File: config.mk
export PLATFORM = sky130hd
export DESIGN_NAME = mac_accumulator_flat
export DESIGN_NICKNAME = d
export VERILOG_FILES = /design/src/rtl/mac_accumulator_if.sv /design/src/rtl/mac_accumulator.sv /design/src/flat_wrapper.sv
export SDC_FILE = /design/constraint.sdc
export NUM_CORES = 1
export LEC_CHECK = 0
export BUFFER_PORTS_ARGS = -buffer_cell sky130_fd_sc_hd__buf_2
export CORE_MARGIN = 3
export CORE_UTILIZATION = 55
export DETAILED_ROUTE_END_ITERATION = 8
export PLACE_DENSITY_LB_ADDON = 0.05
export REMOVE_ABC_BUFFERS = 1
export SLEW_MARGIN = 20
export SYNTH_ARGS = -nofsm -noshare
export SYNTH_HDL_FRONTEND = slang
export SYNTH_SLANG_ARGS = --single-unit
File: constraint.sdc
create_clock -name clk -period 3.25 [get_ports clk]
set_clock_uncertainty 0.2 [all_clocks]
set_input_delay 0.65 -clock clk [delete_from_list [all_inputs] [get_ports clk]]
set_output_delay 0.65 -clock clk [all_outputs]
set_load 0.01 [all_outputs]
File: src/rtl/mac_accumulator_if.sv
// mac_accumulator_if: operand-in and result-out valid/ready handshakes of the MAC stage.
interface mac_accumulator_if #(
   parameter int DATA_W = 8,
   parameter int ACC_W  = 16
);
   logic              in_valid;
   logic              in_ready;
   logic [DATA_W-1:0] in_a;
   logic [DATA_W-1:0] in_b;
   logic              out_valid;
   logic              out_ready;
   logic [ACC_W-1:0]  out_acc;
   logic              overflow;
   modport master (output in_valid, in_a, in_b, out_ready,
                   input  in_ready, out_valid, out_acc, overflow);
   modport slave  (input  in_valid, in_a, in_b, out_ready,
                   output in_ready, out_valid, out_acc, overflow);
endinterface

File: src/rtl/mac_accumulator.sv
// mac_accumulator: iterative shift-add multiplier feeding an N_TERMS accumulator with
// valid/ready operand input and result output.
module eightbit_adder (
   input  logic [7:0] i_a,
   input  logic [7:0] i_b,
   input  logic       i_ci,
   output logic [7:0] o_s,
   output logic       o_co
);
   assign {o_co, o_s} = {1'b0, i_a} + {1'b0, i_b} + {8'd0, i_ci};
endmodule

module mac_accumulator #(
   parameter int DATA_W  = 8,
   parameter int ACC_W   = 16,
   parameter int N_TERMS = 4
) (
   input  logic                clk,
   input  logic                rst_n,
   input  logic                clear,
   mac_accumulator_if.slave    bus
);
   localparam int PW = 2 * DATA_W;
   localparam int NS = (DATA_W + 7) / 8;
   localparam int SW = NS * 8;
   localparam int CW = $clog2(N_TERMS + 1);
   localparam int KW = $clog2(DATA_W + 1);

   typedef enum logic [1:0] {IDLE, MUL, ACC, OUT} state_t;

   state_t            r_state, w_next;
   logic [DATA_W-1:0] r_a, r_b;
   logic [PW-1:0]     r_prod;
   logic [ACC_W-1:0]  r_acc, r_out_acc;
   logic [CW-1:0]     r_cnt;
   logic [KW-1:0]     r_step;
   logic              r_ovf;
   logic [SW-1:0]     w_x, w_y, w_s;
   logic [NS:0]       w_c;
   logic [SW:0]       w_full;
   logic [ACC_W:0]    w_acc_sum;
   logic              w_accept, w_take, w_last, w_done;

   // Upper half of the partial product plus the gated multiplicand, rippled through byte slices
   assign w_x    = SW'(r_prod[PW-1:DATA_W]);
   assign w_y    = r_b[0] ? SW'(r_a) : '0;
   assign w_c[0] = 1'b0;
   for (genvar g = 0; g < NS; g++) begin : g_add
      eightbit_adder u_add (
         .i_a  (w_x[8*g +: 8]),
         .i_b  (w_y[8*g +: 8]),
         .i_ci (w_c[g]),
         .o_s  (w_s[8*g +: 8]),
         .o_co (w_c[g+1])
      );
   end
   assign w_full    = {w_c[NS], w_s};
   assign w_acc_sum = {1'b0, r_acc} + (ACC_W+1)'(r_prod);

   assign bus.in_ready  = (r_state == IDLE) & ~clear;
   assign bus.out_valid = (r_state == OUT);
   assign bus.out_acc   = r_out_acc;
   assign bus.overflow  = r_ovf;

   assign w_accept = bus.in_valid & bus.in_ready;
   assign w_take   = bus.out_valid & bus.out_ready;
   assign w_last   = (r_step == KW'(DATA_W - 1));
   assign w_done   = (r_cnt == CW'(N_TERMS - 1));

   always_ff @(posedge clk or negedge rst_n)
      if (!rst_n) r_state <= IDLE;
      else        r_state <= w_next;

   always_comb begin
      w_next = r_state;
      case (r_state)
         IDLE:    w_next = w_accept ? MUL : IDLE;
         MUL:     w_next = w_last ? ACC : MUL;
         ACC:     w_next = w_done ? OUT : IDLE;
         OUT:     w_next = w_take ? IDLE : OUT;
         default: w_next = IDLE;
      endcase
      if (clear) w_next = IDLE;
   end

   always_ff @(posedge clk or negedge rst_n) begin
      if (!rst_n) begin
         r_a       <= '0;
         r_b       <= '0;
         r_prod    <= '0;
         r_step    <= '0;
         r_acc     <= '0;
         r_cnt     <= '0;
         r_ovf     <= 1'b0;
         r_out_acc <= '0;
      end else if (clear) begin
         r_step    <= '0;
         r_acc     <= '0;
         r_cnt     <= '0;
         r_ovf     <= 1'b0;
         r_out_acc <= '0;
      end else begin
         case (r_state)
            IDLE: if (w_accept) begin
               r_a    <= bus.in_a;
               r_b    <= bus.in_b;
               r_prod <= '0;
               r_step <= '0;
            end
            MUL: begin
               r_prod <= {w_full[DATA_W:0], r_prod[DATA_W-1:1]};
               r_b    <= r_b >> 1;
               r_step <= r_step + 1'b1;
            end
            ACC: begin
               r_acc <= w_acc_sum[ACC_W-1:0];
               r_ovf <= r_ovf | w_acc_sum[ACC_W];
               r_cnt <= r_cnt + 1'b1;
               if (w_done) r_out_acc <= w_acc_sum[ACC_W-1:0];
            end
            OUT: if (w_take) begin
               r_acc     <= '0;
               r_cnt     <= '0;
               r_ovf     <= 1'b0;
               r_out_acc <= '0;
            end
            default: ;
         endcase
      end
   end
endmodule

File: src/flat_wrapper.sv
// flat-port wrapper written by rule: the top's interface ports become plain ports
module mac_accumulator_flat 
#(
   parameter int DATA_W  = 8,
   parameter int ACC_W   = 16,
   parameter int N_TERMS = 4
)
  (clk, rst_n, clear, bus_in_valid, bus_in_a, bus_in_b, bus_out_ready, bus_in_ready, bus_out_valid, bus_out_acc, bus_overflow);
  mac_accumulator_if #(.DATA_W(DATA_W), .ACC_W(ACC_W)) bus_i ();
  input  logic clk;
  input  logic rst_n;
  input  logic clear;
  input wire logic [$bits(bus_i.in_valid)-1:0] bus_in_valid;
  input wire logic [$bits(bus_i.in_a)-1:0] bus_in_a;
  input wire logic [$bits(bus_i.in_b)-1:0] bus_in_b;
  input wire logic [$bits(bus_i.out_ready)-1:0] bus_out_ready;
  output wire logic [$bits(bus_i.in_ready)-1:0] bus_in_ready;
  output wire logic [$bits(bus_i.out_valid)-1:0] bus_out_valid;
  output wire logic [$bits(bus_i.out_acc)-1:0] bus_out_acc;
  output wire logic [$bits(bus_i.overflow)-1:0] bus_overflow;
  assign bus_i.in_valid = bus_in_valid;
  assign bus_i.in_a = bus_in_a;
  assign bus_i.in_b = bus_in_b;
  assign bus_i.out_ready = bus_out_ready;
  assign bus_in_ready = bus_i.in_ready;
  assign bus_out_valid = bus_i.out_valid;
  assign bus_out_acc = bus_i.out_acc;
  assign bus_overflow = bus_i.overflow;
  mac_accumulator #(.DATA_W(DATA_W), .ACC_W(ACC_W), .N_TERMS(N_TERMS)) u_core (.clk(clk), .rst_n(rst_n), .clear(clear), .bus(bus_i));
endmodule
==> out/qor.txt <==
Outcome - completed
Average vias per placed instance - 5.61
Maximum clock rate - 389 MHz
Vias in the first global route - 3069
Endpoint kind of the worst setup timing path - flip-flop
CTS tree - done
Critical path arrival - 2610 ps
Synth Cell Area - 4070 µm²
ANT nets after route - 0
Count of boundary I/O pins - 40
Root Buffer Master - sky130_fd_sc_hd__clkbuf_8
Inserted Clock Buffers - 9
Number of antenna violations at the first check in global routing - 0
Bufs on Longest Clock Path - 2
Path depth of the worst reg2reg path - 10
Total length of routed wires - 8.20 mm
Setup repair after global routing missed its margin - false
Inserted Diodes - 0
CTS Hold Bufs - 0
Pin count of the biggest net entering global routing - 47
Worst Hold Margin - 123 ps
Total of flip-flops plus latches after synthesis - 74
Final setup violation count - 0
Placed Cells - 531
Number of max-cap violations - 0
Transition time at the pin with the least slew margin - 783 ps
Endpoint of the worst-slack reg-to-reg timing path - u_core.r_prod[13]
Worst supply voltage drop on vdd - 0.274 mV
Critical Path Fanout Max - 9
Hold violation total from the final report - 0
Startpoint of the lowest-slack register-to-register path - u_core.r_b[0]
Total power draw - 2.10 mW
Die Ht - 92.1 µm
Area added between synthesis and finish - 12.2%
Total overflow reported by the global router - 0
Sequential element share of the synthesized area - 45.5%
Starting density of the core - 58.3%
Slew Limit Fails - 0
Final Wtd Congestion - 0.873
Ys async rst share - 100%
Fill cell count - 583
P per Cell Area - 459 nW/µm²
Post-route clock period utilization - 79.2%
Number of clock sinks - 74
Area of combinational cells with multiple inputs - 2100 µm²
Number of port buffers - 39
Std cell rows - 30
Number of synthesized flops with an enable pin - 0
Post-CTS setup-driven buffer insertion count - 0
R2r setup slk - 680 ps
Critical setup path kind - reg2reg
Final period demand of the worst path - 2570 ps
Hold Crit Class - in2async
Required time of the worst setup path - 3280 ps
GRT Total Usage - 20.8%
Placeable core region - 6980 µm²
Register area - 1850 µm²
# DRC - 0
CP startpoint kind - flip-flop
Summed negative setup slack over all endpoints - 0 ps
Post-route setup slack - 677 ps
Total die area - 8470 µm²
Gates resized, CTS repair - 0
Post-detailed-route wirelength per cell - 15.0 µm
Static power due to leakage - 2.29 nW
Warning count from the yosys run - 0
Clock edge transition at the registers on the reported setup and hold paths - 80 ps
Share of final-layout standard cells stronger than drive strength 1 - 18.4%
HPWL Detailed - 5.99 mm
Wire length of the first global-routing pass - 14.2 mm
CTS H-tree depth - 3
Setup WS pre-CTS - 683 ps
Count of different cell masters after synthesis - 46
First-iteration detailed-routing DRC count - 112
Prevailing post-synth register cell - sky130_fd_sc_hd__dfrtp_1
Number of standard cells after synthesis - 409
Number of vias after detailed routing - 3071
Final-stage net count - 496
Clock latency of the later-clocked register in the worst-skew pair - 350 ps
Cell Count, Final, Fillers Out - 547
Die Width - 92.1 µm
Detailed-router iteration count before antenna repair - 4
Syn Area/Cell - 9.96 µm²
Max-slew headroom - 47.8%
## cell usage in the layout (no fill, tap or decap), types with 11 or more instances in the layout
master                    count
sky130_fd_sc_hd__dfrtp_1     74
sky130_fd_sc_hd__nand2_1     51
sky130_fd_sc_hd__buf_2       39
sky130_fd_sc_hd__o21ai_0     34
sky130_fd_sc_hd__nor2_1      27
sky130_fd_sc_hd__ha_1        27
sky130_fd_sc_hd__a21oi_1     21
sky130_fd_sc_hd__a22o_1      21
sky130_fd_sc_hd__mux2_2      17
sky130_fd_sc_hd__inv_1       13
sky130_fd_sc_hd__and2_1      11
## sequential cells by signal (all words and copies together), names as in the netlist
| register | cells |
|---|---|
| u_core.r_acc | 16 |
| u_core.r_state | 2 |
| u_core.r_b | 8 |
| u_core.r_step | 4 |
| u_core.bus.out_acc | 16 |
| u_core.bus.overflow | 1 |
| u_core.r_a | 8 |
| u_core.r_prod | 16 |
| u_core.r_cnt | 3 |
## layout make-up
class | instances | area share [%]
clock buffers | 11 | 3.09
clock inverters | 5 | 1.18
inverters | 13 | 1.07
multi-input cells | 305 | 46.0
flip-flops and latches | 74 | 40.5
well taps | 96 | 2.63
repair buffers | 43 | 5.47
## cells in the mapped netlist, drive strengths merged, types with 2 or more instances
cell type,instances,share of area [%]
xnor2,5,1.1
o21ai,37,4.5
a22o,21,4.5
a22oi,5,0.92
o31ai,6,1.2
mux2,17,4.7
a21o,6,1.1
xor2,8,1.7
a31oi,4,0.61
clkbuf,11,1.0
dfrtp,74,45
nor2b,9,1.4
o41ai,3,0.83
inv,13,1.2
or3,2,0.31
nor2,28,2.6
and2,11,1.7
buf,6,0.74
mux2i,7,1.7
a211oi,2,0.37
nor3,7,0.98
a21oi,21,2.6
fa,2,0.98
nand3,5,0.61
o21a,3,0.55
nand2b,4,0.61
nand2,51,4.7
or2,2,0.31
ha,27,8.3
## cell families after synthesis
| family | share of synthesized area (%) |
|---|---|
| simple gates | 13.9 |
| compound gates | 19.1 |
| xor+xnor | 2.80 |
| flops | 45.5 |
| fa+ha+maj | 9.28 |
| mux | 6.42 |
| buf+inv | 2.95 |
## power by group
group | switching, mW | internal (mW) | total (mW)
Clock | 0.336 | 0.373 | 0.709
Combinational | 0.195 | 0.153 | 0.348
Sequential | 0.0531 | 0.989 | 1.04
Total | 0.584 | 1.52 | 2.10
## worst max-delay path, cell delays in order, from the launching register on
cell	delay [ps]
sky130_fd_sc_hd__dfrtp_1	450
sky130_fd_sc_hd__and2_1	160
sky130_fd_sc_hd__ha_1	160
sky130_fd_sc_hd__inv_1	50
sky130_fd_sc_hd__fa_1	360
sky130_fd_sc_hd__nor2b_1	150
sky130_fd_sc_hd__o21ai_0	120
sky130_fd_sc_hd__a21boi_0	330
sky130_fd_sc_hd__or3_1	180
sky130_fd_sc_hd__nand2_1	50
sky130_fd_sc_hd__a32o_1	240
## layer usage
layer	vias to the layer above	track usage [%]	wire length (µm)
met1	1468	28.6	3940
met2	54	32.4	3750
li1	1537	-	-
met4	0	9.16	157
met3	12	3.69	342
met5	-	0	0
## metrics by stage
step,util [%],cell area [µm²]
floorplan,-,4000
detailed placement,62.7,4380
global placement,62.7,4380
finish,65.5,4570
CTS,65.5,4570
global route,65.5,4570
## how the worst max path moves through the flow
stage	start	to	slack, ps	cells after the start
after CTS	u_core.r_b[0]	u_core.r_prod[13]	650	10
after floorplan	bus_in_valid	u_core.r_prod[15]	710	3
after global placement	u_core.r_b[0]	u_core.r_prod[13]	780	10
after detailed placement	u_core.r_b[0]	u_core.r_prod[13]	680	10
final	u_core.r_b[0]	u_core.r_prod[13]	680	10
after global routing	u_core.r_b[0]	u_core.r_prod[13]	320	10
No activity file was read; power rests on OpenSTA's default activity.
